### config.mk
export PLATFORM = sky130hd
export DESIGN_NAME = basic_fsm_timer
export DESIGN_NICKNAME = d
export VERILOG_FILES = /design/src/rtl/basic_fsm_timer.sv
export SDC_FILE = /design/constraint.sdc
export NUM_CORES = 1
export LEC_CHECK = 0
export ABC_AREA = 0
export CAP_MARGIN = 20
export CORE_AREA = 10 10 47 49
export DETAILED_ROUTE_END_ITERATION = 10
export DIE_AREA = 0 0 57 59
export PLACE_DENSITY = 0.3
export SETUP_SLACK_MARGIN = 0.2
export SLEW_MARGIN = 5
export SYNTH_ARGS = -nofsm -noshare
export SYNTH_HDL_FRONTEND = slang
export SYNTH_SLANG_ARGS = --single-unit
### constraint.sdc
create_clock -name clock -period 1.3 [get_ports clock]
set_clock_uncertainty 0.15 [all_clocks]
set_input_delay 0.26 -clock clock [delete_from_list [all_inputs] [get_ports clock]]
set_output_delay 0.26 -clock clock [all_outputs]
set_load 0.02 [all_outputs]
### src/rtl/basic_fsm_timer.sv
// Dwell counter for basic_fsm: expired flags TIMEOUT_CYCLES-1 unchanged cycles.
// Latency: expired is a registered-count compare; clr takes effect on the next edge.
module basic_fsm_timer #(
  parameter int unsigned TIMEOUT_CYCLES = 16
) (
  input  logic clock,
  input  logic reset,
  input  logic clr,
  output logic expired
);
  localparam int unsigned CNT_W = (TIMEOUT_CYCLES > 2) ? $clog2(TIMEOUT_CYCLES) : 1;
  localparam logic [CNT_W-1:0] CNT_LAST = CNT_W'(TIMEOUT_CYCLES - 1);

  logic [CNT_W-1:0] cnt_q;
  logic [CNT_W-1:0] cnt_d;

  always_comb begin
    cnt_d = cnt_q;
    if (clr) begin
      cnt_d = '0;
    end else if (cnt_q != CNT_LAST) begin
      cnt_d = cnt_q + 1'b1;
    end
  end

  always_ff @(posedge clock) begin
    if (reset) begin
      cnt_q <= '0;
    end else begin
      cnt_q <= cnt_d;
    end
  end

  assign expired = (cnt_q == CNT_LAST);
endmodule

Word level (Yosys, flattened, before mapping). Cells that the tools add are included.

Reductions and logical operators: 1. Eq/ne operators: 2. $add $sub $neg: 1.

Operators by type and width (count): 4-bit by 1-bit adder with 4-bit output (second input constant) (1); 4-bit == test (second input constant) (1); 4-bit != test (second input constant) (1); 2-bit OR reduction (1).

Register bits: 4. Output and inout port bits: 1.

Depth between registers and ports, before layout.
Word-level depth: 1. Gate-level depth with buffers: 3. Mapped depth without buffers: 3.

Least setup slack after synthesis. OpenSTA, ideal clock, no wires.

Path type: register to register. Start: reg cnt_q[0]. End: reg cnt_q[1]. Data arrival time: 1.154 ns. Period minus slack after synthesis: 1.425 ns. Setup time: 0.121 ns. Path slack: -0.125 ns. Stages on the path, launching flop included: 4. Path through: dfxtp_1 ha_1 and3_4 mux2_2.

Longest elaborated chain between the ends: 1. Elaborated cells between the ends (all ways): 2. Those cells by class: add/sub (1); eq/ne (1).

RTL lines: from (decl) (RTL line 14) `logic [CNT_W-1:0] cnt_q;`; from (signal assigned) (RTL line 30) `cnt_q <= cnt_d;`; 4-bit by 1-bit adder with 4-bit output / 4-bit != test (equally long branches) (RTL line 22, 21).

Several ways; a longest one is shown, not always the timed one. A chain may end at the register's enable or synchronous reset.

Final worst setup path.
Start: reg cnt_q[0]. End: out expired.

Longest elaborated chain between the ends: 1.

RTL lines: 4-bit == test (RTL line 34) `assign expired = (cnt_q == CNT_LAST);`; to (decl) (RTL line 9) `output logic expired`.

Every way passes these cells.

==> summary.txt <==
Yosys
  – Register area share after synthesis: a little over a third
  – Top cells by area, synth: dfxtp_1 (36%), a2111oi_4 (13%), nor3b_1 (6.8%)
  – Post-synth EDFFs: 0
  – Ys async rst share: 0%
  – Cell with the most instances after synthesis: dfxtp_1
  – Ys flop type: dfxtp_1
  – Cell variety after synth: 15
  – Yosys reg bits: 4
  – Synth Cell Area: 220 sq um
  – Synthesized net count: 23
  – Post-Syn Instances: 19
  – Syn Area/Cell: 11.6 sq um
  – Post-synth top cells: dfxtp_1 (4), nor3b_1 (2)
  – Cell taking the most area after synthesis: dfxtp_1
  – Yosys warnings: 0
  – Synth top area share: 36.4%

Power
  – Leak Pwr: 0.167 nW
  – VDD IR max: 0.338 mV
  – Pwr dens: 732 nW/um^2

Worst setup path
  – Crit path kind: reg2out
  – CP arrival: 1.00 ns
  – CP Launch Type: flip-flop
  – Crit path required time: 0.89 ns
  – CP Max Fanout: 2
  – CP Capture Type: output pin

Flow run
  – Max-cap viol count: 0

Die
  – Die height: 59 um
  – Initial core utilization: 15.7%
  – Rows: 14
  – Die Span X: 57 um
  – Ports: 4
  – Total die area: 3360 sq um
  – Core Footprint: 1400 sq um

CTS
  – CTS tree: done
  – Clock sinks: 4
  – Depth of the CTS H-tree: 1
  – Worst-path clk slew: 0.04 ns
  – Worst-Skew Late Latency: 0.23 ns
  – Clock root cell: clkbuf_4
  – TritonCTS Buffers: 3
  – Clock Path Buffers: 2

Cells and area
  – Register area: about 83 sq um
  – Max reg flops: 4
  – Share of cells above drive strength 1: between 70 and 80%
  – Top flop regs: cnt_q (4)
  – Final non-filler cell total: 52
  – Synthesis-to-finish area growth: 96.0%
  – Reg with most FFs: cnt_q
  – ANT cells: 0
  – Final instance area: 432 sq um
  – Multi-input logic area: 185 sq um
  – Final net count: 42
  – Filler cell count: 159

Timing
  – Fin. max-slew vios: 0
  – Tmin final: 1.41 ns
  – RSZ-0062 raised after global routing: yes
  – Worst slew pin tran: 0.289 ns
  – Final period util: 109%
  – Rel. slew slack: 80.6%
  – Setup WS post-layout: -0.114 ns
  – Final Hold Vio Count: 0
  – Final setup viols: 3
  – Max Freq: roughly 0.71 GHz

Placement
  – Count of input and output buffers: 3
  – GP Congestion: 0.700
  – Placed Area: 354 sq um
  – Placed Instances: between 40 and 50

Status
  – Outcome: complete, but fails checks
  – Failing checks: setup timing

GRT
  – Gr ovfl total: 0
  – GRT Max-Usage Layer: met2
  – Initial antenna violation count: 0
  – First-pass GRT wire length: 876 um
  – Met3 GRT Util: 1.29%
  – Grt met1 use: 3.30%
  – Vias in the first global route: 216
  – GR Util All Layers: roughly 3.4%
  – GRT met2 Usage: roughly 5.7%
  – Largest net degree at the start of global routing: 7

Route
  – Detail Route Antenna Nets: 0
  – Via count: between 200 and 250
  – Routed wire length: ~600 um
  – Initial DRC count: 1
  – DRC viols: 0
  – Via-to-Cell Ratio: 4.21
  – DRT Pass-1 Iters: 2
  – Routed length per instance: 11.5 um

Hold path
  – Hold Path Class: reg2reg
==> per-layer routing <==
metal / share of wire [%] / vias up
met5: 0 / -
met4: 1.2 / 0
met3: 3.2 / 2
met2: 56 / 3
met1: 40 / 101
li1: - / 113
==> layout by cell type, fill, tap and decap left out, drive strengths merged <==
master         count
clkdlybuf4s50      2
nor2               1
a211oi             1
a31oi              1
ha                 1
nor4               1
a31o               1
clkbuf             3
and3               2
and3b              1
mux2               1
a2111oi            1
dfxtp              4
buf               12
nor2b              1
nand4              1
nor3b              2
==> report_power, final <==
group          switching [W]  internal (W)   total, W  leakage, nW
logic              0.0000148     0.0000225  0.0000373        0.120
clock network      0.0000460      0.000103   0.000149       0.0138
registers         0.00000281      0.000127   0.000130       0.0333
total              0.0000636      0.000253   0.000316        0.167
==> worst max-delay path, stage by stage (launching register included) <==
cell,delay (ns)
dfxtp_2,0.34
ha_4,0.14
and3_4,0.18
buf_6,0.11
==> cell families after synthesis <==
| logic type | synth area share (%) |
|---|---|
| mux | 5.11 |
| simple gates | 30.1 |
| flops | 36.4 |
| fa+ha+maj | 5.68 |
| compound gates | 22.7 |
==> per-stage QoR <==
stage	setup TNS (ns)	hold WS, ns	setup slack, ns	util [%]	power, W
finish	-0.302	0.484	-0.114	30.8	0.000316
global route	-0.415	0.510	-0.145	30.8	0.000336
CTS	-0.241	0.480	-0.130	28.5	0.000324
detailed placement	-0.672	0.480	-0.373	25.3	0.000165
global placement	-0.657	0.475	-0.371	25.3	0.000164
floorplan	0	0.167	0.00577	-	0.000142
==> final timing paths <==
check | slack [ns] | end | depth (start not counted) | from
worst min register to register | 0.48 | cnt_q[0]$_SDFFE_PP0P_ | 3 | cnt_q[2]$_SDFFE_PP0P_
worst max-delay path | -0.11 | expired | 3 | cnt_q[0]$_SDFFE_PP0P_
worst max register to register | -0.11 | cnt_q[1]$_SDFFE_PP0P_ | 5 | cnt_q[0]$_SDFFE_PP0P_
worst min-delay path | 0.48 | cnt_q[0]$_SDFFE_PP0P_ | 3 | cnt_q[2]$_SDFFE_PP0P_
==> layout make-up <==
type | instances | area share, %
flip-flops and latches | 4 | 19.1
repair buffers | 14 | 28.1
clock buffers | 3 | 5.22
well taps | 16 | 4.64
multi-input cells | 15 | 42.9
==> timing repair <==
action | 4_1_cts | 5_1_grt
gates resized for setup | 9 | 4
hold endpoints to repair | 0 | 0
hold buffers | 0 | 0
setup endpoints to repair | 5 | 5
pin swaps | 4 | 3
setup buffers | 1 | 2
No activity file was read; power rests on OpenSTA's default activity.
